==> src/rtl/priority_arbiter_7seg.sv <==
// Eight-requester arbiter with hold/timeout/turnaround; owner index shown on a 7-segment digit.
// Define ARB_ROUND_ROBIN_EN for rotating priority; otherwise the highest set request index wins.
module priority_arbiter_7seg #(
    parameter int HOLD_CYCLES = 4,
    parameter int MAX_CYCLES  = 16
) (
    input  logic       clk,
    input  logic       rst_n,
    input  logic [7:0] req,
    output logic [7:0] grant,
    output logic       busy,
    output logic [6:0] segments,
    output logic       none
);
    typedef enum logic [1:0] {
        S_IDLE  = 2'd0,
        S_GRANT = 2'd1,
        S_GAP   = 2'd2
    } state_t;

    localparam logic [7:0] HOLD_LAST = 8'(HOLD_CYCLES - 1);
    localparam logic [7:0] MAX_LAST  = 8'(MAX_CYCLES - 1);

    state_t     r_state;
    state_t     w_next_state;
    logic [2:0] r_own;
    logic [2:0] w_next_own;
    logic [2:0] w_win;
    logic [7:0] r_cnt;
    logic [7:0] w_next_cnt;
    logic       w_release;
    logic [7:0] r_grant;
    logic [7:0] w_next_grant;
    logic [6:0] r_seg;
    logic [6:0] w_next_seg;
    logic       r_none;
    logic       w_next_none;

    function automatic logic [6:0] seg_code(input logic [2:0] idx);
        logic [6:0] code;
        case (idx)
            3'd0:    code = 7'h3F;
            3'd1:    code = 7'h06;
            3'd2:    code = 7'h5B;
            3'd3:    code = 7'h4F;
            3'd4:    code = 7'h66;
            3'd5:    code = 7'h6D;
            3'd6:    code = 7'h7D;
            default: code = 7'h07;
        endcase
        return code;
    endfunction

`ifdef ARB_ROUND_ROBIN_EN
    logic [2:0] r_ptr;

    // Scan from the farthest candidate inward so the nearest one below ptr wins; ptr itself is last.
    always_comb begin
        w_win = r_ptr;
        for (int j = 8; j >= 1; j--) begin
            if (req[r_ptr - 3'(j)]) begin
                w_win = r_ptr - 3'(j);
            end
        end
    end

    always_ff @(posedge clk or negedge rst_n) begin
        if (!rst_n) begin
            r_ptr <= 3'd0;
        end else if (r_state == S_IDLE && (|req)) begin
            r_ptr <= w_win;
        end
    end
`else
    always_comb begin
        w_win = 3'd0;
        for (int i = 0; i < 8; i++) begin
            if (req[i]) begin
                w_win = 3'(i);
            end
        end
    end
`endif

    assign w_release = ((r_cnt >= HOLD_LAST) && !req[r_own]) || (r_cnt == MAX_LAST);

    always_ff @(posedge clk or negedge rst_n) begin
        if (!rst_n) begin
            r_state <= S_IDLE;
            r_own   <= 3'd0;
            r_cnt   <= 8'd0;
            r_grant <= 8'd0;
            r_seg   <= 7'd0;
            r_none  <= 1'b1;
        end else begin
            r_state <= w_next_state;
            r_own   <= w_next_own;
            r_cnt   <= w_next_cnt;
            r_grant <= w_next_grant;
            r_seg   <= w_next_seg;
            r_none  <= w_next_none;
        end
    end

    always_comb begin
        w_next_state = r_state;
        w_next_own   = r_own;
        w_next_cnt   = r_cnt;
        case (r_state)
            S_IDLE: begin
                if (|req) begin
                    w_next_state = S_GRANT;
                    w_next_own   = w_win;
                    w_next_cnt   = 8'd0;
                end
            end
            S_GRANT: begin
                w_next_cnt = r_cnt + 8'd1;
                if (w_release) begin
                    w_next_state = S_GAP;
                end
            end
            S_GAP:   w_next_state = S_IDLE;
            default: w_next_state = S_IDLE;
        endcase
    end

    // Outputs are decoded from the next state so all of them register on the same edge.
    always_comb begin
        w_next_grant = 8'd0;
        w_next_seg   = 7'd0;
        w_next_none  = 1'b1;
        if (w_next_state == S_GRANT) begin
            w_next_grant = 8'd1 << w_next_own;
            w_next_seg   = seg_code(w_next_own);
            w_next_none  = 1'b0;
        end
    end

    assign grant    = r_grant;
    assign busy     = |r_grant;
    assign segments = r_seg;
    assign none     = r_none;

endmodule

==> config.mk <==
export PLATFORM = sky130hd
export DESIGN_NAME = priority_arbiter_7seg
export DESIGN_NICKNAME = d
export VERILOG_FILES = /design/src/rtl/priority_arbiter_7seg.sv
export SDC_FILE = /design/constraint.sdc
export NUM_CORES = 1
export LEC_CHECK = 0
export CAP_MARGIN = 10
export CORE_ASPECT_RATIO = 0.7
export CORE_UTILIZATION = 31
export CTS_CLUSTER_SIZE = 14
export DETAILED_ROUTE_END_ITERATION = 10
export GPL_TIMING_DRIVEN = 0
export PLACE_DENSITY_LB_ADDON = 0.1
export SLEW_MARGIN = 20
export SYNTH_ARGS = -nofsm -noshare
export SYNTH_HDL_FRONTEND = slang
export SYNTH_SLANG_ARGS = --single-unit
==> constraint.sdc <==
create_clock -name clk -period 2.7 [get_ports clk]
set_input_delay 0.54 -clock clk [delete_from_list [all_inputs] [get_ports clk]]
set_output_delay 0.54 -clock clk [all_outputs]
set_load 0.05 [all_outputs]
======== Yosys cells after proc, flatten, opt, wreduce, memory -nomap -nowiden ========
Cells that the tools add are included.
operators by class
  add/sub/neg operators ................... 1
  magnitude comparators ................... 2
  equal/unequal tests ..................... 10
  shift-type cells ........................ 1
  mux-type cells .......................... 20
  reduce and logical (&&, ||, !) cells .... 9
operators with widths
  kind                                                 count
  one-hot mux 7 bit (7 select lines)                   1
  two-way mux 3 bit                                    7
  two-way mux 8 bit                                    2
  one-hot mux 8 bit (2 select lines)                   1
  OR reduction 8 bit                                   2
  equality test 3 bit, second input constant           3
  adder 8 x 1 -> 8 bit, second input constant          1
  equality test 8 x 4 -> 1 bit, second input constant  1
  >= comparator 8 x 2 -> 1 bit, second input constant  1
  << shifter 1 x 3 -> 8 bit, first input constant      1
  two-way mux 7 bit                                    1
  equality test 3 x 2 -> 1 bit, second input constant  2
  two-way mux 2 bit                                    3
  equality test 2 x 1 -> 1 bit, second input constant  2
  < comparator 3 x 4 -> 1 bit, second input constant   1
  one-hot mux 2 bit (2 select lines)                   1
  binary-select mux 1 bit (select 3 bit)               1
  equality test 3 x 1 -> 1 bit, second input constant  1
  logical NOT 3 bit                                    1
  two-way mux 1 bit                                    3
  logical NOT 2 bit                                    1
  inequality test 2 bit, second input constant         1
  AND reduction 2 bit                                  1
  nonzero test 2 bit                                   1
  other kinds (3)                                      3
word-level totals
  register bits ........................... 29
  logic and storage cells ................. 49

======== Longest topological paths before layout ========
  depth in word-level cells ............... 12
  mapped depth ............................ 7

======== Least setup slack after synthesis ========
No wires, ideal clock.
  path type ............................... input port to flip-flop
  start ................................... in req[0]
  end ..................................... reg r_seg[3] (netlist: segments[3])
  library setup time ...................... 111 ps
  arrival time ............................ 1761 ps
  data required time ...................... 2589 ps
  setup slack ............................. 827 ps
  cell stages on the path ................. 6
  cells stage by stage .................... nor4_2 a21boi_2 or2_1 nand2_2 inv_2 a2111oi_2
on the way
  elaborated cells on any way between the ends .. 21
  classes of those cells .................. eq/ne (7); mux (9); reduce/logical (5)
RTL lines
  what                                         line  RTL
  start: declaration                           9     input logic [7:0] req,
  OR reduction 8 bit (*)                       111   if (|req) begin
  two-way mux 3 bit (*)                        111
  two-way mux 3 bit (*)                        109   case (r_state)
  named net w_next_own[0]                      27    logic [2:0] w_next_own;
  equality test 3 bit (tied with other cells)  41    case (idx)
  one-hot mux 7 bit (7 select lines) (*)       41
  two-way mux 7 bit (*)                        133   if (w_next_state == S_GRANT) begin
  named net w_next_seg[3]                      35    logic [6:0] w_next_seg;
  end signal: assignment                       100   r_seg <= w_next_seg;
  end: declaration                             34    logic [6:0] r_seg;
The timed path passes the listed nets; every way through them passes the cells marked *. The select of a mux whose other input is x is not followed.
A chain may end at the register's enable or synchronous reset.

======== Worst setup path after layout ========
  start ................................... in req[4]
  end ..................................... reg r_seg[3] (netlist: segments[3])
on the way
  longest elaborated chain between the ends .. 9
  elaborated cells on any way between the ends .. 25
  classes of those cells .................. eq/ne (7); mux (13); reduce/logical (5)
RTL lines
  what                                                                                line
  two-way mux 3 bit or binary-select mux 1 bit (select 3 bit) (tied branches)         78, 85
  two-way mux 3 bit or two-way mux 1 bit (tied branches)                              78, 85
  two-way mux 3 bit or logical NOT 1 bit (tied branches)                              78, 85
  two-way mux 3 bit or logical AND 1 bit (tied branches)                              78, 85
  two-way mux 3 bit or logical OR 1 bit (tied branches)                               111, 85
  two-way mux 3 bit or two-way mux 2 bit (tied branches)                              109, 119
  equality test 3 bit (tied with other cells)                                         41
  one-hot mux 7 bit (7 select lines) or equality test 2 x 1 -> 1 bit (tied branches)  41, 133
  two-way mux 7 bit (*)                                                               133
  named net w_next_seg[3]                                                             35
Marked as above.

==> impl_metrics.ini <==
[worst_setup_path]
worstSetupStartpointType = input pin
rr_startpoint = r_cnt[6]
r2r_end = segments[0]
cp-end-kind = flip-flop
reg2reg_depth = 6
crit_start = req[4]
worstPathRequired_ps = 2850
worstPathArrival_ps = 2590
path_class = input pin to flip-flop
rrSetupSlack_ps = 620
path_max_fanout = 5

[synthesis]
yosysTopAreaCell = dfrtp_1
synth.avg_cell_area_um2 = 10.26
ys_types = 43
async_flop_share_pct = 100.0
synth-main-ff-cell = dfrtp_1
synth_top_area_share_pct = 50.59
ys_ff_latch = 29
synth_nets = 146
ys_warn_count = 0
synthCells = 135
synth_edf_count = 0
synth_top_cells_by_area = dfrtp_1 (51%), o21ai_0 (4.0%), nor3_1 (3.6%), nand2_1 (3.5%), mux2i_1 (2.9%)
seq_area_frac_synth_pct = 52.48
netlist_area_mm2 = 0.001385

[cells_and_area]
area.growth.synth_to_final_pct = 31.44
layout_common_cells = dfrtp_1 (28), clkdlybuf4s50_1 (25), nand2_1 (13)
final_common_cell = dfrtp_1
drive_gt1_share_pct = 13.02
n_antenna_cell = 0
fin_nets = 179
fin_util_pct = 44.52

[floorplan]
fp.dieArea_mm2 = 0.004743
initial_core_util_pct = 33.87
die_y_um = 57.93
core_area_mm2 = 0.004089
io_pins = 27
dieWidth_um = 81.89
row_count = 19

[clock_tree]
cts_tree = built
cts_buffers = 5
postCtsSetupBuffers = 0
clk-insertion-delay-late_ps = 270
cts_buffer_depth = 2
path_clk_slew_ps = 70
cts.sinks = 29
cts_hold_buffers = 0
h-tree-depth = 2
cts_root_buffer = clkbuf_8
cts_resized = 0

[power_and_ir_drop]
p_total_mw = 2.616
p_per_area_mw_per_mm2 = 1437
p_leak_nw = 0.7693
peakVddDrop_mv = 0.6688

[sta]
final.min_clock_period_ps = 2439
hold_viol = 0
clock_skew_ps = 8.569
drv_slew = 0
setup_slack_ps = 261.1
tightest_slew_ps = 641.3
relSlewSlack_pct = 57.25
rsz0062_at_grt = false
fin_crit_sh_pct = 90.33
whs_ps = 283.6
setup_viol = 0
max_freq_ghz = 0.4100

[global_routing]
grt_pass1_vias = 1149
grt_max_degree = 30
globalRoute.totalOverflow = 0
grt_pass1_wl_um = 5402
grtUsageTotal_pct = 15.54
grt_antenna_before_repair = 0

[flow_run]
drv_cap = 0

[detailed_routing]
drcViolationCount = 0
final_antenna_net_count = 0
totalWireLength_um = 3165
viasPerCell = 5.172
detail_route.first_pass.iterations = 4
vias = 1143
wl_per_cell_um = 14.32
drt_iter0_drc = 58

[placed_design]
place_ws_ps = -13.10
io_buffers = 26
hpwl_um = 2323
gp_congestion = 0.8335

[hold_path]
hold_path_class = input pin to asynchronous set/reset pin

[outcome]
outcome = complete, no violations
[routing by layer]
metal	vias up	GRT usage (%)	wire length, um
li1	564	-	-
met1	548	23.52	1709
met2	27	21.49	1256
met3	4	4.724	178
met4	0	3.759	21
met5	-	0	0
[cells by family after synthesis]
family                     count (synthesis)  synth area share [%]
buffers and inverters                     10                 3.793
AOI/OAI and AO/OA                         32                 16.35
and+or+nand+nor                           58                 22.95
DFF                                       29                 52.48
adders and majority gates                  1                0.9032
xor gates and xnor gates                   1                0.6325
muxes                                      4                 2.891
[state kept, by name (all words and copies together), names as in the netlist]
| signal | cells |
|---|---|
| r_own | 3 |
| segments | 7 |
| r_state | 2 |
| none | 1 |
| grant | 8 |
| r_cnt | 8 |
[critical path, cell delays in order]
cell             delay (ps)
clkdlybuf4s50_1         490
nor4_2                  460
nor3_1                  110
o221ai_1                440
a21oi_1                 150
a2111oi_2               390
[cells in the mapped netlist, types with 4 or more instances]
cell and count:
dfrtp_1 28, inv_1 6, nor3_1 10, nor4_1 4
a21oi_1 5, nor2_1 10, nand2_1 13, o21ai_0 11
mux2i_1 4
[cell type report]
type                    count  area [um^2]
fillers                   409         2268
multi-input cells          96        613.1
plain buffers               3        26.28
flip-flops and latches     29        726.9
clock buffers               6        72.57
clock inverters             2        35.03
well taps                  52        65.06
repair buffers             26        255.2
inverters                   7        26.28
[through the flow]
stage / cells / TNS, ps / instance area [um^2]
2_1_floorplan: 135 / 0 / 1385
3_3_place_gp: 213 / -8.905 / 1710
3_5_place_dp: 213 / -13.10 / 1705
4_1_cts: 221 / 0 / 1813
5_1_grt: 221 / 0 / 1821
6_report: 221 / 0 / 1821
[worst max path at each step]
stage | endpoint | slack [ps] | cells past startpoint
2_1_floorplan | segments[3] | 830 | 6
3_3_place_gp | segments[3] | -9 | 7
3_5_place_dp | segments[3] | -10 | 7
4_1_cts | segments[3] | 250 | 7
5_1_grt | segments[3] | 70 | 6
6_report | segments[3] | 260 | 6
[power breakdown]
group,internal [mW],leakage (nW),total [mW],switching [mW]
Sequential,0.600,0.368,0.700,0.100
Clock,0.273,0.0552,0.432,0.158
Combinational,0.514,0.346,1.48,0.970
Total,1.39,0.769,2.62,1.23
Power figures use the tool's default switching activity.
